## config.mk

```make
export PLATFORM = sky130hd
export DESIGN_NAME = reorder_buffer
export DESIGN_NICKNAME = d
export VERILOG_FILES = /design/src/rtl/reorder_buffer_pkg.sv /design/src/rtl/reorder_buffer.sv
export SDC_FILE = /design/constraint.sdc
export NUM_CORES = 2
export LEC_CHECK = 0
export BUFFER_PORTS_ARGS = -buffer_cell sky130_fd_sc_hd__buf_2
export CAP_MARGIN = 40
export CORE_UTILIZATION = 40
export CTS_BUF_LIST = sky130_fd_sc_hd__clkbuf_8 sky130_fd_sc_hd__clkbuf_16
export DETAILED_ROUTE_END_ITERATION = 8
export SLEW_MARGIN = 10
export SYNTH_ARGS = -nofsm -noshare
export SYNTH_HDL_FRONTEND = slang
export SYNTH_SLANG_ARGS = --single-unit
```

## constraint.sdc

```tcl
create_clock -name clk -period 20.1 [get_ports clk]
set_clock_uncertainty 0.2 [all_clocks]
set_input_delay 1.005 -clock clk [delete_from_list [all_inputs] [get_ports clk]]
set_output_delay 1.005 -clock clk [all_outputs]
set_load 0.005 [all_outputs]
```

## src/rtl/reorder_buffer_pkg.sv

```systemverilog
// Shared definitions for the reorder buffer slice.
//   BT_*      : branch prediction tags carried with each entry
//   REG_W     : architectural register address width
//   XLEN      : datapath width
//   ROB_DEPTH : default number of buffer entries (power of two)
//   ROB_ID_W  : default tag width, log2(ROB_DEPTH)
package reorder_buffer_pkg;

    localparam int unsigned REG_W     = 5;
    localparam int unsigned XLEN      = 32;
    localparam int unsigned ROB_DEPTH = 32;
    localparam int unsigned ROB_ID_W  = 5;

    localparam logic [1:0] BT_NONE   = 2'b00;
    localparam logic [1:0] BT_TAKEN  = 2'b01;
    localparam logic [1:0] BT_NTAKEN = 2'b10;

endpackage

```

## src/rtl/reorder_buffer.sv

```systemverilog
// In-order retirement buffer feeding the commit stage.
// Ports:
//   clk, rst             : clock, asynchronous active-low reset
//   flush_i              : misprediction flush, empties the buffer
//   alloc_en_i/regaddr/branch_tag : dispatch allocation request
//   alloc_id_o           : tag handed to this cycle's allocation (tail)
//   full_o               : buffer holds DEPTH entries
//   wb0_* / wb1_*        : ALU / LSU writeback by tag
//   en_o .. cond_o       : registered commit of the oldest completed entry
module reorder_buffer
    import reorder_buffer_pkg::*;
#(
    parameter int unsigned DEPTH = ROB_DEPTH,
    parameter int unsigned ID_W  = ROB_ID_W
) (
    input  logic              clk,
    input  logic              rst,
    input  logic              flush_i,
    input  logic              alloc_en_i,
    input  logic [REG_W-1:0]  alloc_regaddr_i,
    input  logic [1:0]        alloc_branch_tag_i,
    output logic [ID_W-1:0]   alloc_id_o,
    output logic              full_o,
    input  logic              wb0_en_i,
    input  logic [ID_W-1:0]   wb0_id_i,
    input  logic [XLEN-1:0]   wb0_data_i,
    input  logic [XLEN-1:0]   wb0_pc_i,
    input  logic              wb0_cond_i,
    input  logic              wb1_en_i,
    input  logic [ID_W-1:0]   wb1_id_i,
    input  logic [XLEN-1:0]   wb1_data_i,
    input  logic [XLEN-1:0]   wb1_pc_i,
    input  logic              wb1_cond_i,
    output logic              en_o,
    output logic [REG_W-1:0]  regaddr_o,
    output logic [ID_W-1:0]   id_o,
    output logic [XLEN-1:0]   data_o,
    output logic [XLEN-1:0]   pc_o,
    output logic [1:0]        branch_tag_o,
    output logic              cond_o
);

    logic [DEPTH-1:0] valid;
    logic [DEPTH-1:0] ready;
    logic [REG_W-1:0] regaddr_q [DEPTH];
    logic [1:0]       btag_q    [DEPTH];
    logic [XLEN-1:0]  data_q    [DEPTH];
    logic [XLEN-1:0]  pc_q      [DEPTH];
    logic [DEPTH-1:0] cond_q;

    logic [ID_W-1:0]  head;
    logic [ID_W-1:0]  tail;
    logic [ID_W:0]    count;

    logic do_alloc;
    logic do_pop;
    logic wb0_hit;
    logic wb1_hit;

    assign alloc_id_o = tail;
    // Registered count only: a pop on the same edge cannot free a slot early.
    assign full_o     = (count == (ID_W+1)'(DEPTH));

    // Flush gates every state-changing action for the cycle.
    assign do_alloc = alloc_en_i && !full_o && !flush_i;
    assign do_pop   = valid[head] && ready[head] && !flush_i;
    assign wb0_hit  = wb0_en_i && valid[wb0_id_i] && !flush_i;
    assign wb1_hit  = wb1_en_i && valid[wb1_id_i] && !flush_i;

    always_ff @(posedge clk or negedge rst) begin
        if (!rst) begin
            valid        <= '0;
            ready        <= '0;
            head         <= '0;
            tail         <= '0;
            count        <= '0;
            en_o         <= 1'b0;
            regaddr_o    <= '0;
            id_o         <= '0;
            data_o       <= '0;
            pc_o         <= '0;
            branch_tag_o <= '0;
            cond_o       <= 1'b0;
        end else if (flush_i) begin
            valid        <= '0;
            ready        <= '0;
            head         <= '0;
            tail         <= '0;
            count        <= '0;
            en_o         <= 1'b0;
            regaddr_o    <= '0;
            id_o         <= '0;
            data_o       <= '0;
            pc_o         <= '0;
            branch_tag_o <= '0;
            cond_o       <= 1'b0;
        end else begin
            if (do_alloc) begin
                valid[tail] <= 1'b1;
                ready[tail] <= 1'b0;
                tail        <= tail + ID_W'(1);
            end
            // The tail slot is invalid while being allocated, so a
            // writeback cannot collide with the alloc clearing ready.
            if (wb0_hit) ready[wb0_id_i] <= 1'b1;
            if (wb1_hit) ready[wb1_id_i] <= 1'b1;

            if (do_pop) begin
                valid[head]  <= 1'b0;
                head         <= head + ID_W'(1);
                en_o         <= 1'b1;
                regaddr_o    <= regaddr_q[head];
                id_o         <= head;
                data_o       <= data_q[head];
                pc_o         <= pc_q[head];
                branch_tag_o <= btag_q[head];
                cond_o       <= cond_q[head];
            end else begin
                en_o         <= 1'b0;
                regaddr_o    <= '0;
                id_o         <= '0;
                data_o       <= '0;
                pc_o         <= '0;
                branch_tag_o <= '0;
                cond_o       <= 1'b0;
            end

            case ({do_alloc, do_pop})
                2'b10:   count <= count + (ID_W+1)'(1);
                2'b01:   count <= count - (ID_W+1)'(1);
                default: count <= count;
            endcase
        end
    end

    // Payload storage needs no reset; valid/ready qualify every read.
    always_ff @(posedge clk) begin
        if (do_alloc) begin
            regaddr_q[tail] <= alloc_regaddr_i;
            btag_q[tail]    <= alloc_branch_tag_i;
        end
        if (wb0_hit) begin
            data_q[wb0_id_i] <= wb0_data_i;
            pc_q[wb0_id_i]   <= wb0_pc_i;
            cond_q[wb0_id_i] <= wb0_cond_i;
        end
        if (wb1_hit) begin
            data_q[wb1_id_i] <= wb1_data_i;
            pc_q[wb1_id_i]   <= wb1_pc_i;
            cond_q[wb1_id_i] <= wb1_cond_i;
        end
    end

endmodule
```

======== After elaboration in Yosys (flattened, before gate mapping) ========
Memories as Yosys holds them, arrays and structs flattened.
Cells that the tools add are included.
operators by class
  add/subtract/negate cells ............... 4
  $lt $le $gt $ge ......................... 8
  equality and inequality tests ........... 3
  multiplexer cells ....................... 58
  bitwise operators ....................... 7
  reductions and logical operators ........ 17
operators by type and width
  cell                                                 count
  two-way mux 32 bit                                   16
  bitwise OR 32 bit                                    3
  bitwise AND 32 bit                                   2
  bitwise mux 32 bit                                   2
  inverter 32 bit                                      2
  two-way mux 5 bit                                    8
  binary-select mux 1 bit (select 5 bit)               5
  < comparator 5 x 6 -> 1 bit, second input constant   4
  demux 1 bit (select 5 bit)                           4
  >= comparator 5 x 1 -> 1 bit, second input constant  4
  two-way mux 1 bit                                    19
  logical AND 1 bit                                    12
  case mux 6 bit (2 select lines)                      1
  adder 5 x 1 -> 5 bit, second input constant          2
  adder 6 x 1 -> 6 bit, second input constant          1
  equality test 6 bit, second input constant           1
  two-way mux 6 bit                                    1
  subtractor 6 x 1 -> 6 bit, second input constant     1
  two-way mux 2 bit                                    2
  nonzero test 2 bit                                   2
  nonzero test 3 bit                                   1
  equality test 2 x 1 -> 1 bit, second input constant  1
  equality test 2 bit, second input constant           1
  zero test 1 bit                                      2
word-level totals
  register bits ........................... 190
  bits in writable memories ............... 2272
  input bits .............................. 153
  output and inout port bits .............. 84
  memories kept ........................... 4
memory list
  name       words  width  rd ports  clocked after Yosys merged registers in  write ports  line                  RTL
  data_q     32     32     1         0                                        2            reorder_buffer.sv:47  logic [XLEN-1:0] data_q [DEPTH];
  pc_q       32     32     1         0                                        2            reorder_buffer.sv:48  logic [XLEN-1:0] pc_q [DEPTH];
  regaddr_q  32     5      1         0                                        1            reorder_buffer.sv:45  logic [REG_W-1:0] regaddr_q [DEPTH];
  btag_q     32     2      1         0                                        1            reorder_buffer.sv:46  logic [1:0] btag_q [DEPTH];

======== Logic depth before layout (Yosys ltp) ========
  word-level depth ........................ 14
  mapped depth ............................ 18
  mapped depth without buffers ............ 14

======== Least setup slack after synthesis ========
OpenSTA, ideal clock, no wires.
  path kind ............................... input port to flip-flop
  start point ............................. in wb0_id_i[4]
  end point ............................... mem data_q[28][0], enable pin
  setup time .............................. 0.583 ns
  arrival time ............................ 7.218 ns
  data required time ...................... 19.317 ns
  path slack .............................. 12.099 ns
  cell stages on the path ................. 9
  cell sequence ........................... clkbuf_1 or3b_2 o32a_1 o22ai_1 a211oi_1 nor2b_1 clkbuf_2 buf_6 o31ai_1
RTL lines
  what             line                  RTL
  start, declared  reorder_buffer.sv:25  input logic [ID_W-1:0] wb0_id_i,
  end, declared    reorder_buffer.sv:47

======== Worst setup path after layout ========
  start point ............................. reg head[2]
  end point ............................... reg count[5]
on the way
  cells in the longest elaborated chain, start to end .. 7
  elaborated cells on any way between the ends .. 11
  those cells by class .................... eq/ne (2); mux (6); reduce/logical (3)
RTL lines
  what                                                                 line                   RTL
  start, declared                                                      reorder_buffer.sv:51   logic [ID_W-1:0] head;
  start signal, assigned                                               reorder_buffer.sv:110  head <= head + ID_W'(1);
  binary-select mux 1 bit (select 5 bit)                               reorder_buffer.sv:66   assign do_pop = valid[head] && ready[head] && !flush_i;
  two-way mux 1 bit (implied by the code)                              reorder_buffer.sv:66
  logical AND 1 bit (*) (2 in series)                                  reorder_buffer.sv:66
  equality test 2 x 1 -> 1 bit or equality test 2 bit (tied branches)  reorder_buffer.sv:128  case ({do_alloc, do_pop})
  case mux 6 bit (2 select lines)                                      reorder_buffer.sv:128
  two-way mux 6 bit                                                    reorder_buffer.sv:84   end else if (flush_i) begin
  end signal, assigned                                                 reorder_buffer.sv:129  2'b10: count <= count + (ID_W+1)'(1);
  end signal, assigned                                                 reorder_buffer.sv:130  2'b01: count <= count - (ID_W+1)'(1);
  end signal, assigned                                                 reorder_buffer.sv:131  default: count <= count;
  end, declared                                                        reorder_buffer.sv:53   logic [ID_W:0] count;
Mark *: on every way between the ends. The rest lies on a longest branch, timed or not. The select of a mux whose other input is x is not followed.
A chain may end at the register's enable or synchronous reset.

==> summary.md <==
| Metric | Value |
|---|---|
| Async set-or-reset flop fraction in the synthesized netlist | `6.42%` |
| Post-Synthesis Cell Area | `121,000 um^2` |
| Clock Path Buffers | `4` |
| Root buffer cell | `clkbuf_16` |
| Static leakage | `50.0 nW` |
| Cell Count, Final, Fillers Out | `14,000` |
| WL/cell | `32.4 um` |
| CP Class | `register to register` |
| Vias in the first global route | `83,200` |
| Unique masters post-synth | `70` |
| Initial antenna violation count | `41` |
| Clk_lat worst skew | `910 ps` |
| Setup ws final | `14,340 ps` |
| DR DRC count | `0` |
| Sequential-to-total area share from yosys stat | `60.4%` |
| Core area | `300,000 um^2` |
| Syn Area/Cell | `12.0 um^2` |
| First-pass detailed-route iteration total | `7` |
| Setup TNS | `0 ps` |
| Reg2reg path depth | `16` |
| Number of synthesized register bits | `2,462` |
| Post-Syn Nets | `10,200` |
| I/O pin total | `237` |
| Predominant post-synthesis flop cell | `edfxtp_1` |
| Initial core utilization | `40.2%` |
| CTS tree | `yes` |
| Grt ovf | `0` |
| Post-route ant nets | `0` |
| Critical path's largest stage delay | `700 ps` |
| Worst rel slew slack | `29.8%` |
| Fill cells | `26,800` |
| H-Tree Depth | `5` |
| Period utilization | `28.7%` |
| R2r setup slk | `14,340 ps` |
| Port buffer count | `236` |
| DR vias/cell | `6.17` |
| Max-slew violation count | `0` |
| Minimum clock period | `5770 ps` |
| RSZ-0062 raised after global routing | `false` |
| Worst R2R End | `count[5]` |
| VDD IR-drop max | `0.0581 mV` |
| Final instance area | `135,000 um^2` |
| P&R area growth vs syn | `12.1%` |
| Worst setup endpoint | `count[5]` |
| Routability congestion estimate | `0.941` |
| Clock-pin slew on the worst setup and hold paths | `60 ps` |
| Routed WL | `455,000 um` |
| Setup WS pre-CTS | `14,040 ps` |
| Die Area | `304,000 um^2` |
| Multi-input gate area | `44,100 um^2` |
| Pwr/cell area | `81.5 nW/um^2` |
| Main area contributors after synthesis | `edfxtp_1, nand2_1, mux4_2, mux2_2, dfrtp_1` |
| Share of layout cells above drive strength 1 | `22.0%` |
| Synth Instances | `10,100` |
| Largest net degree at the start of global routing | `109` |
| Worst Setup SP | `head[2]` |
| Achievable frequency | `173 MHz` |
| FP Rows | `201` |
| Width of the die | `551 um` |
| Slowest cell on crit path | `buf_4` |
| Maxcap violations | `0` |
| Post-synth top area share | `56.6%` |
| Drt initial violations | `13,000` |
| Req. time, crit path | `20,680 ps` |
| Crit path max fanout | `31` |
| Cells along the critical path | `buf_4 > nand3_4 > buf_4 > o22ai_1 > nor3_1 > o211a_1 > nor2_1 > nand2_4 > nor2_1 > ha_1 > a21o_1 > a21oi_1 > o21bai_1 > a21oi_1 > mux2i_1 > mux2_2` |
| Yosys top cell by area | `edfxtp_1` |
| Number of synthesized flops with an enable pin | `2,272` |
| Final setup viols | `0` |
| FF+latch area | `72,800 um^2` |
| Vias | `86,600` |
| Ys Warns | `0` |
| Worst-Margin Slew | `1050 ps` |
| Outcome | `complete, no violations` |
| Die height | `551 um` |
| Overall Global Routing Usage | `29.5%` |
| Post-DP Area | `126,000 um^2` |
| Critical Path End Type | `register` |
| Fin nets | `9,998` |
| Global-route wire length before repair | `635,000 um` |
| Cts bufs inserted | `281` |
| Post-DP HPWL | `259,000 um` |
| Placed Cells incl. Taps | `13,500` |
| Clock Sinks | `2,462` |
| CP Launch Type | `register` |
| Final hold vios | `0` |
| Worst hold path class | `register to register` |
| FF-to-FF Start | `head[2]` |
| Post-CTS Setup Inserts | `0` |
| Worst EP arrival | `6340 ps` |
==> synthesized netlist by cell type (34+ instances only) <==
library cell	n
nand2_1	4307
edfxtp_1	2272
mux2_2	632
mux4_2	592
clkbuf_1	548
o22ai_1	249
buf_2	231
buf_1	215
nor2_1	169
dfrtp_1	158
mux2i_1	83
o21ai_0	65
a21oi_1	49
nor4b_1	45
a211oi_1	41
a31oi_1	40
nand3_1	34
nor3_1	34
==> report_power, final <==
group	switching, W	leakage, nW	internal [W]	total [W]
Combinational	0.000280	22.5	0.000123	0.000403
Sequential	0.00000328	22.9	0.00560	0.00560
Clock	0.00218	4.59	0.00283	0.00501
Total	0.00246	50.0	0.00855	0.0110
==> critical path: cells and delay by family (launching register included) <==
kind                     cells  cell delay, ps
AND/OR/NAND/NOR              5            1450
AO/OA/AOI/OAI                6            1250
multiplexers                 2             590
flip-flops                   1             590
buffers and inverters        2            1200
adder cells (fa/ha/maj)      1             310
==> timing repair <==
| action | 4_1_cts | 5_1_grt |
|---|---|---|
| hold endpoints to repair | 34 | 0 |
| gates resized for setup | 0 | 0 |
| hold buffers | 1 | 0 |
==> cell type report <==
class                           count  area share [%]
Clock inverter                    203            1.07
Clock buffer                      302            5.46
Tap cell                         3958            3.67
Inverter                           14          0.0593
Antenna cell                       26          0.0482
Multi-Input combinational cell   6582            32.6
Timing Repair Buffer              491            3.17
Sequential cell                  2462            53.9
==> kinds of logic (layout without fill, tap and decap cells) <==
kind of cell	Yosys count	in the layout	synth area share (%)
compound gates	532	532	2.82
xor+xnor	10	10	0.0726
fa+ha+maj	13	13	0.141
buf+inv	1038	1010	3.59
flops	2462	2462	60.4
mux	1316	1316	17.7
other cells	0	26	0
simple gates	4711	4711	15.2
==> state kept, by name (all words and copies together), names as in the netlist, 6 cells and up <==
register,count
regaddr_q,160
cond_q,32
count,6
pc_o,32
ready,32
pc_q,1024
data_q,1024
valid,32
btag_q,64
data_o,32
==> stage by stage <==
step,power [W],hold WS [ps],util [%]
floorplan,0.00597,233,-
global placement,0.00608,251,41.5
global route,0.0113,282,45.1
CTS,0.0110,236,45.0
detailed placement,0.00610,255,42.1
finish,0.0110,263,45.1
==> layer usage <==
| layer | GRT usage [%] | vias up | share of wire (%) |
|---|---|---|---|
| met5 | 0 | - | 0.012 |
| met4 | 15.8 | 10 | 5.8 |
| met3 | 7.61 | 1362 | 13 |
| met2 | 45.5 | 6448 | 45 |
| met1 | 38.3 | 43600 | 36 |
| li1 | - | 35200 | - |
==> placed cells by master (no fill, tap or decap), drive strengths merged, types with 15 or more instances in the layout <==
cell type  Yosys  layout
nor4b         45      45
dfrtp        158     158
nand2b        15      15
buf          475     490
inv           13      91
nand3         35      35
o21ai         65      65
a21oi         49      49
nor2         171     171
clkbuf       549     302
nor3          36      36
mux2         641     641
nor2b         18      18
nand2       4307    4307
a31oi         40      40
dfxtp         32      32
or3           24      24
a211o         19      19
mux4         592     592
clkinv         1     108
o22ai        249     249
diode          0      26
mux2i         83      83
a22oi         17      17
edfxtp      2272    2272
a211oi        41      41
==> worst min path at each step <==
| stage | slack [ps] | cells after the start | to | from |
|---|---|---|---|---|
| finish | 260 | 2 | cond_q[1] | cond_q[1] |
| floorplan | 230 | 2 | cond_q[8] | cond_q[8] |
| global placement | 250 | 2 | cond_q[8] | cond_q[8] |
| detailed placement | 250 | 2 | cond_q[8] | cond_q[8] |
| global route | 280 | 2 | cond_q[8] | cond_q[8] |
| CTS | 240 | 3 | cond_q[27] | wb0_cond_i |
No activity file was read; power rests on OpenSTA's default activity.
